### src/rtl/reg_file_if.sv
// Register file port bundle: write port, two read ports and busy scoreboard
// signals between decode/writeback (master) and the register file (slave).
interface reg_file_if #(
   parameter int SIZE  = 8,
   parameter int DEPTH = 8,
   parameter int ADDR  = 3
);
   logic             WE;
   logic [ADDR-1:0]  WADDR;
   logic [SIZE-1:0]  WDATA;
   logic [ADDR-1:0]  RADDR_A;
   logic [ADDR-1:0]  RADDR_B;
   logic [SIZE-1:0]  RDATA_A;
   logic [SIZE-1:0]  RDATA_B;
   logic             BUSY_SET;
   logic [ADDR-1:0]  BUSY_ADDR;
   logic             BUSY_A;
   logic             BUSY_B;
   logic [DEPTH-1:0] BUSY_VEC;

   modport master (
      output WE, WADDR, WDATA, RADDR_A, RADDR_B, BUSY_SET, BUSY_ADDR,
      input  RDATA_A, RDATA_B, BUSY_A, BUSY_B, BUSY_VEC
   );

   modport slave (
      input  WE, WADDR, WDATA, RADDR_A, RADDR_B, BUSY_SET, BUSY_ADDR,
      output RDATA_A, RDATA_B, BUSY_A, BUSY_B, BUSY_VEC
   );
endinterface

### src/rtl/reg_file.sv
// Multi-port register file: one write port, two combinational read ports with
// write-through bypass, optional hardwired zero register, and a per-register
// busy scoreboard marking registers with a pending write.
module reg_file #(
   parameter int SIZE     = 8,
   parameter int DEPTH    = 8,
   parameter int ADDR     = 3,
   parameter int ZERO_REG = 1
) (
   input logic        CLK,
   input logic        RST,
   reg_file_if.slave  bus
);

   localparam bit HAS_ZERO = (ZERO_REG != 0);

   logic [SIZE-1:0]  regs [DEPTH];
   logic [DEPTH-1:0] busy;
   logic [DEPTH-1:0] busy_nxt;
   logic             write_ok;
   logic             set_hits_waddr;

   // Register 0 swallows writes when it is hardwired to zero.
   assign write_ok       = bus.WE && !(HAS_ZERO && (bus.WADDR == '0));
   assign set_hits_waddr = bus.BUSY_SET && (bus.BUSY_ADDR == bus.WADDR);

   // Next busy vector: retiring write clears, issuing claim sets; set applied
   // last so a new producer supersedes the retiring one on the same register.
   always_comb begin
      busy_nxt = busy;
      if (bus.WE)
         busy_nxt[bus.WADDR] = 1'b0;
      if (bus.BUSY_SET)
         busy_nxt[bus.BUSY_ADDR] = 1'b1;
      if (HAS_ZERO)
         busy_nxt[0] = 1'b0;
   end

   // Storage and scoreboard update; reset overrides any write or claim.
   always_ff @(posedge CLK) begin
      if (RST) begin
         for (int i = 0; i < DEPTH; i++)
            regs[i] <= '0;
         busy <= '0;
      end else begin
         if (write_ok)
            regs[bus.WADDR] <= bus.WDATA;
         busy <= busy_nxt;
      end
   end

   // Read port A: zero register, then same-cycle write bypass, then storage.
   always_comb begin
      bus.RDATA_A = regs[bus.RADDR_A];
      bus.BUSY_A  = busy[bus.RADDR_A];
      if (HAS_ZERO && (bus.RADDR_A == '0)) begin
         bus.RDATA_A = '0;
         bus.BUSY_A  = 1'b0;
      end else if (bus.WE && (bus.WADDR == bus.RADDR_A)) begin
         bus.RDATA_A = bus.WDATA;
         // Data is already bypassed, so the reader need not wait unless a new
         // producer claims the register in the same cycle.
         if (!set_hits_waddr)
            bus.BUSY_A = 1'b0;
      end
   end

   // Read port B: same selection as port A.
   always_comb begin
      bus.RDATA_B = regs[bus.RADDR_B];
      bus.BUSY_B  = busy[bus.RADDR_B];
      if (HAS_ZERO && (bus.RADDR_B == '0)) begin
         bus.RDATA_B = '0;
         bus.BUSY_B  = 1'b0;
      end else if (bus.WE && (bus.WADDR == bus.RADDR_B)) begin
         bus.RDATA_B = bus.WDATA;
         if (!set_hits_waddr)
            bus.BUSY_B = 1'b0;
      end
   end

   assign bus.BUSY_VEC = busy;

endmodule

### src/flat_wrapper.sv
// flat-port wrapper written by rule: the top's interface ports become plain ports
module reg_file_flat 
#(
   parameter int SIZE     = 8,
   parameter int DEPTH    = 8,
   parameter int ADDR     = 3,
   parameter int ZERO_REG = 1
)
  (CLK, RST, bus_WE, bus_WADDR, bus_WDATA, bus_RADDR_A, bus_RADDR_B, bus_BUSY_SET, bus_BUSY_ADDR, bus_RDATA_A, bus_RDATA_B, bus_BUSY_A, bus_BUSY_B, bus_BUSY_VEC);
  reg_file_if #(.SIZE(SIZE), .DEPTH(DEPTH), .ADDR(ADDR)) bus_i ();
  input logic CLK;
  input logic RST;
  input wire logic [$bits(bus_i.WE)-1:0] bus_WE;
  input wire logic [$bits(bus_i.WADDR)-1:0] bus_WADDR;
  input wire logic [$bits(bus_i.WDATA)-1:0] bus_WDATA;
  input wire logic [$bits(bus_i.RADDR_A)-1:0] bus_RADDR_A;
  input wire logic [$bits(bus_i.RADDR_B)-1:0] bus_RADDR_B;
  input wire logic [$bits(bus_i.BUSY_SET)-1:0] bus_BUSY_SET;
  input wire logic [$bits(bus_i.BUSY_ADDR)-1:0] bus_BUSY_ADDR;
  output wire logic [$bits(bus_i.RDATA_A)-1:0] bus_RDATA_A;
  output wire logic [$bits(bus_i.RDATA_B)-1:0] bus_RDATA_B;
  output wire logic [$bits(bus_i.BUSY_A)-1:0] bus_BUSY_A;
  output wire logic [$bits(bus_i.BUSY_B)-1:0] bus_BUSY_B;
  output wire logic [$bits(bus_i.BUSY_VEC)-1:0] bus_BUSY_VEC;
  assign bus_i.WE = bus_WE;
  assign bus_i.WADDR = bus_WADDR;
  assign bus_i.WDATA = bus_WDATA;
  assign bus_i.RADDR_A = bus_RADDR_A;
  assign bus_i.RADDR_B = bus_RADDR_B;
  assign bus_i.BUSY_SET = bus_BUSY_SET;
  assign bus_i.BUSY_ADDR = bus_BUSY_ADDR;
  assign bus_RDATA_A = bus_i.RDATA_A;
  assign bus_RDATA_B = bus_i.RDATA_B;
  assign bus_BUSY_A = bus_i.BUSY_A;
  assign bus_BUSY_B = bus_i.BUSY_B;
  assign bus_BUSY_VEC = bus_i.BUSY_VEC;
  reg_file #(.SIZE(SIZE), .DEPTH(DEPTH), .ADDR(ADDR), .ZERO_REG(ZERO_REG)) u_core (.CLK(CLK), .RST(RST), .bus(bus_i));
endmodule
### config.mk
export PLATFORM = sky130hd
export DESIGN_NAME = reg_file_flat
export DESIGN_NICKNAME = d
export VERILOG_FILES = /design/src/rtl/reg_file_if.sv /design/src/rtl/reg_file.sv /design/src/flat_wrapper.sv
export SDC_FILE = /design/constraint.sdc
export NUM_CORES = 1
export LEC_CHECK = 0
export BUFFER_PORTS_ARGS = -buffer_cell sky130_fd_sc_hd__buf_2
export CAP_MARGIN = 10
export CORE_AREA = 2 2 112 114
export DETAILED_ROUTE_END_ITERATION = 12
export DIE_AREA = 0 0 114 116
export PLACE_DENSITY = 0.55
export SYNTH_ARGS = -nofsm -noshare
export SYNTH_HDL_FRONTEND = slang
export SYNTH_SLANG_ARGS = --single-unit
### constraint.sdc
create_clock -name CLK -period 4.4 [get_ports CLK]
set_input_delay 0.44 -clock CLK [delete_from_list [all_inputs] [get_ports CLK]]
set_output_delay 0.44 -clock CLK [all_outputs]
set_load 0.02 [all_outputs]
==> parameters.txt <==
Parameter                              Value

Logic synthesis
  Number of enable flip-flop cells after synthesis ... 64
  Sequential-to-total area share from yosys stat ... roughly half
  Commonest cells post-synth ... sky130_fd_sc_hd__edfxtp_1, sky130_fd_sc_hd__and2_1, sky130_fd_sc_hd__mux2i_1
  Top cell type's share of synthesized area ... a little under half
  Mapped Area ... 0.00422 sq mm
  Synthesis Warnings ... 0
  Proportion of synthesized flip-flops having asynchronous set or reset ... 0%
  Post-synthesis average cell area ... 14.2 sq um
  Primary flip-flop cell chosen by synthesis mapping ... sky130_fd_sc_hd__edfxtp_1
  Gate count after technology mapping ... 297
  Main area contributors after synthesis ... sky130_fd_sc_hd__edfxtp_1, sky130_fd_sc_hd__mux4_2, sky130_fd_sc_hd__mux4_1
  Number of unique standard cell types used by synthesis ... 35
  Most instantiated library cell after synthesis ... sky130_fd_sc_hd__edfxtp_1
  Total of flip-flops plus latches after synthesis ... 71
  Largest area contributor in the synthesized netlist ... sky130_fd_sc_hd__edfxtp_1

Power
  Static leakage power ... 1.80 nW
  Power density relative to cell area ... 358 mW/mm^2
  Largest vdd supply drop ... about 0.24 mV
  Final total power ... 1.72 mW

GRT
  Global-route layer with the greatest usage ... met2
  Total global routing track utilization ... 15.7%
  Wire length of the first global-routing pass ... ~15 mm
  Via count of the first global-routing pass ... between 2000 and 3000
  Initial antenna violation count ... 0
  Global-route track usage on met2 ... 25.6%
  GRT Residual Overflow ... 0
  Largest net degree at the start of global routing ... 23
  GR met1 Demand/Resource ... 21.8%
  GR Util met3 ... 2.09%

Finish
  Total number of nets in the final design ... 373
  Ratio of cells with drive above 1 in the final layout ... between 20% and 30%
  Final core area utilization ... 40.4%
  Layout area overhead ... 14.0%
  Number of standard cells in the layout, taps in and fillers out ... 500
  Antenna Cells ... 0
  Fin area ... 0.00481 sq mm

STA
  Final Hold Slack ... around 420 ps
  Worst-case setup margin in the final layout ... 1710 ps
  Final hold violations ... 0
  Summed negative setup slack over all endpoints ... 0 ps
  Min cycle time layout ... 2690 ps
  Period Utilization, post-route ... 61.1%
  Maximum frequency from static timing analysis ... between 300 and 400 MHz
  Unrepaired setup endpoints after global routing ... no
  Pin slew with the least headroom to its limit ... 1060 ps
  Headroom to the max-slew limit ... 29.0%
  Max-slew violation count ... 0
  Setup violators final ... 0
  Worst clock skew ... 0 ps

Placed design
  Placed wire-length estimate ... approximately 7.3 mm
  Buffers on Ports ... between 40 and 50
  Cell count after placement ... about 490
  Dpl cell area ... 0.00455 sq mm
  Worst slack after detailed placement ... 1660 ps
  Final weighted congestion in routability-driven placement ... 0.815

Clock tree
  Clock sink count ... 71
  Maximum clock insertion buffer count ... 2
  Post-cts gate resize count ... 0
  Count of hold-fix buffers inserted at cts ... 0
  Latest clock arrival within the worst-skew pair ... 330 ps
  Clock slew seen by the registers of the worst setup and hold paths ... approximately 50 ps
  Number of post-CTS setup repair buffers ... 0
  Clock tree from TritonCTS ... yes
  Max H-tree Level ... 3
  Number of CTS-inserted buffers ... 9
  CTS Root Cell ... sky130_fd_sc_hd__clkbuf_16

Worst setup path
  Slack of the worst reg-to-reg path ... 3730 ps
  Top cell by count, worst path ... sky130_fd_sc_hd__buf_2
  Critical path's slowest cell ... sky130_fd_sc_hd__buf_2
  Delay-heaviest family, CP ... buffers and inverters
  Worst reg2reg path endpoint ... u_core.bus.BUSY_VEC[4]
  Largest fanout of any net on the critical path ... 19
  Worst path cell trace ... buf_2, xnor2_1, nand4_2, a211oi_1, buf_2
  Launching point of the worst reg2reg path ... u_core.bus.BUSY_VEC[4]
  Critical path class ... in -> out
  CP startpoint kind ... primary input
  Required time of the worst setup path ... slightly below 4000 ps
  WP buf/inv ... 2
  Data arrival time of the worst path ... 2250 ps
  Kind of end point of the critical path ... output pin
  Crit-path max cell delay ... 490 ps
  Cells on worst reg2reg path ... 1

Hold path
  Worst Hold Depth ... 2
  Hold path endpoint ... u_core.bus.BUSY_VEC[6]
  Hold path start ... bus_BUSY_ADDR[0]
  Worst hold-check path type ... in -> reg

Route
  Detail-routed net length per standard cell ... between 15 and 20 um
  DRC Markers ... 0
  Drt pass-1 iters ... 4
  Routed wire length ... 9.88 mm
  Number of DRC violations after detailed-routing iteration 0 ... 114
  Number of vias per cell after detailed routing ... around 5.2
  Total via count in the routed design ... 2597
  Remaining number of nets flagged by the antenna check after routing ... 0

Floorplan
  X dimension of the die ... 114 um
  Num ports ... 50
  DIE AREA ... 0.0132 sq mm
  Height of the chip ... 116 um
  Placeable Area ... 0.0119 sq mm
  Effective utilization at floorplan ... 35.4%
  Number of cell rows ... 40

Status
  Result of the run ... finished clean

Run
  Max-capacitance violation count ... 0
[worst max path at each step]
| stage | from | endpoint | slack, ps | depth (start not counted) |
|---|---|---|---|---|
| after floorplan | bus_WADDR[1] | bus_RDATA_A[6] | 2200 | 5 |
| after global placement | bus_RADDR_B[1] | bus_RDATA_B[3] | 1730 | 5 |
| after detailed placement | bus_RADDR_B[1] | bus_RDATA_B[3] | 1660 | 5 |
| after CTS | bus_RADDR_B[1] | bus_RDATA_B[3] | 1660 | 5 |
| after global routing | bus_RADDR_B[1] | bus_RDATA_B[3] | 1580 | 5 |
| final | bus_RADDR_B[1] | bus_RDATA_B[3] | 1710 | 5 |
[registers in the layout, summed over array words and instances, names as in the netlist]
name / cells
u_core.regs: 64
u_core.bus.BUSY_VEC: 7
[area by class of cell]
class,count,area [sq um]
Clock buffer,11,233
Sequential cell,71,2060
Clock inverter,4,23.8
Timing Repair Buffer,51,263
Inverter,10,37.5
Multi-Input combinational cell,206,2010
Fill cell,1112,7100
Tap cell,147,184
[cells by family (layout without fill, tap and decap cells)]
family / after synthesis / count (layout) / synth area share (%)
flip-flops: 71 / 71 / 48.9
buffers and inverters: 28 / 76 / 4.24
XOR/XNOR: 9 / 9 / 1.87
AO/OA/AOI/OAI: 30 / 30 / 5.10
multiplexers: 56 / 56 / 24.7
AND/OR/NAND/NOR: 102 / 102 / 15.1
other: 1 / 9 / 0.0889
[power breakdown]
group	switching [mW]	total, mW	internal, mW	leakage (nW)
Sequential	0.0217	0.802	0.781	0.677
Combinational	0.162	0.281	0.119	1.00
Clock	0.264	0.639	0.375	0.119
[cell usage in the layout, fill, tap and decap left out, drive strengths merged, types with 2 or more instances in the layout]
cell type and instances:
nand3 2, inv 10, nor2b 4, edfxtp 64, nor2 19, clkinv 2, o21ai 6, o32ai 4
a211oi 16, conb 9, and2 56, xnor2 9, clkbuf 11, nor3 8, buf 51, clkinvlp 2
nand2 4, dfxtp 7, nand2b 3, mux2i 22, nand4 3, mux4 34
[per-layer routing]
layer / up-vias / wire length (um)
met5: - / 0
met4: 0 / 133
met3: 8 / 204
met2: 40 / 4950
met1: 1303 / 4600
li1: 1246 / -
Note: power is estimated with default switching activity, not from simulation.
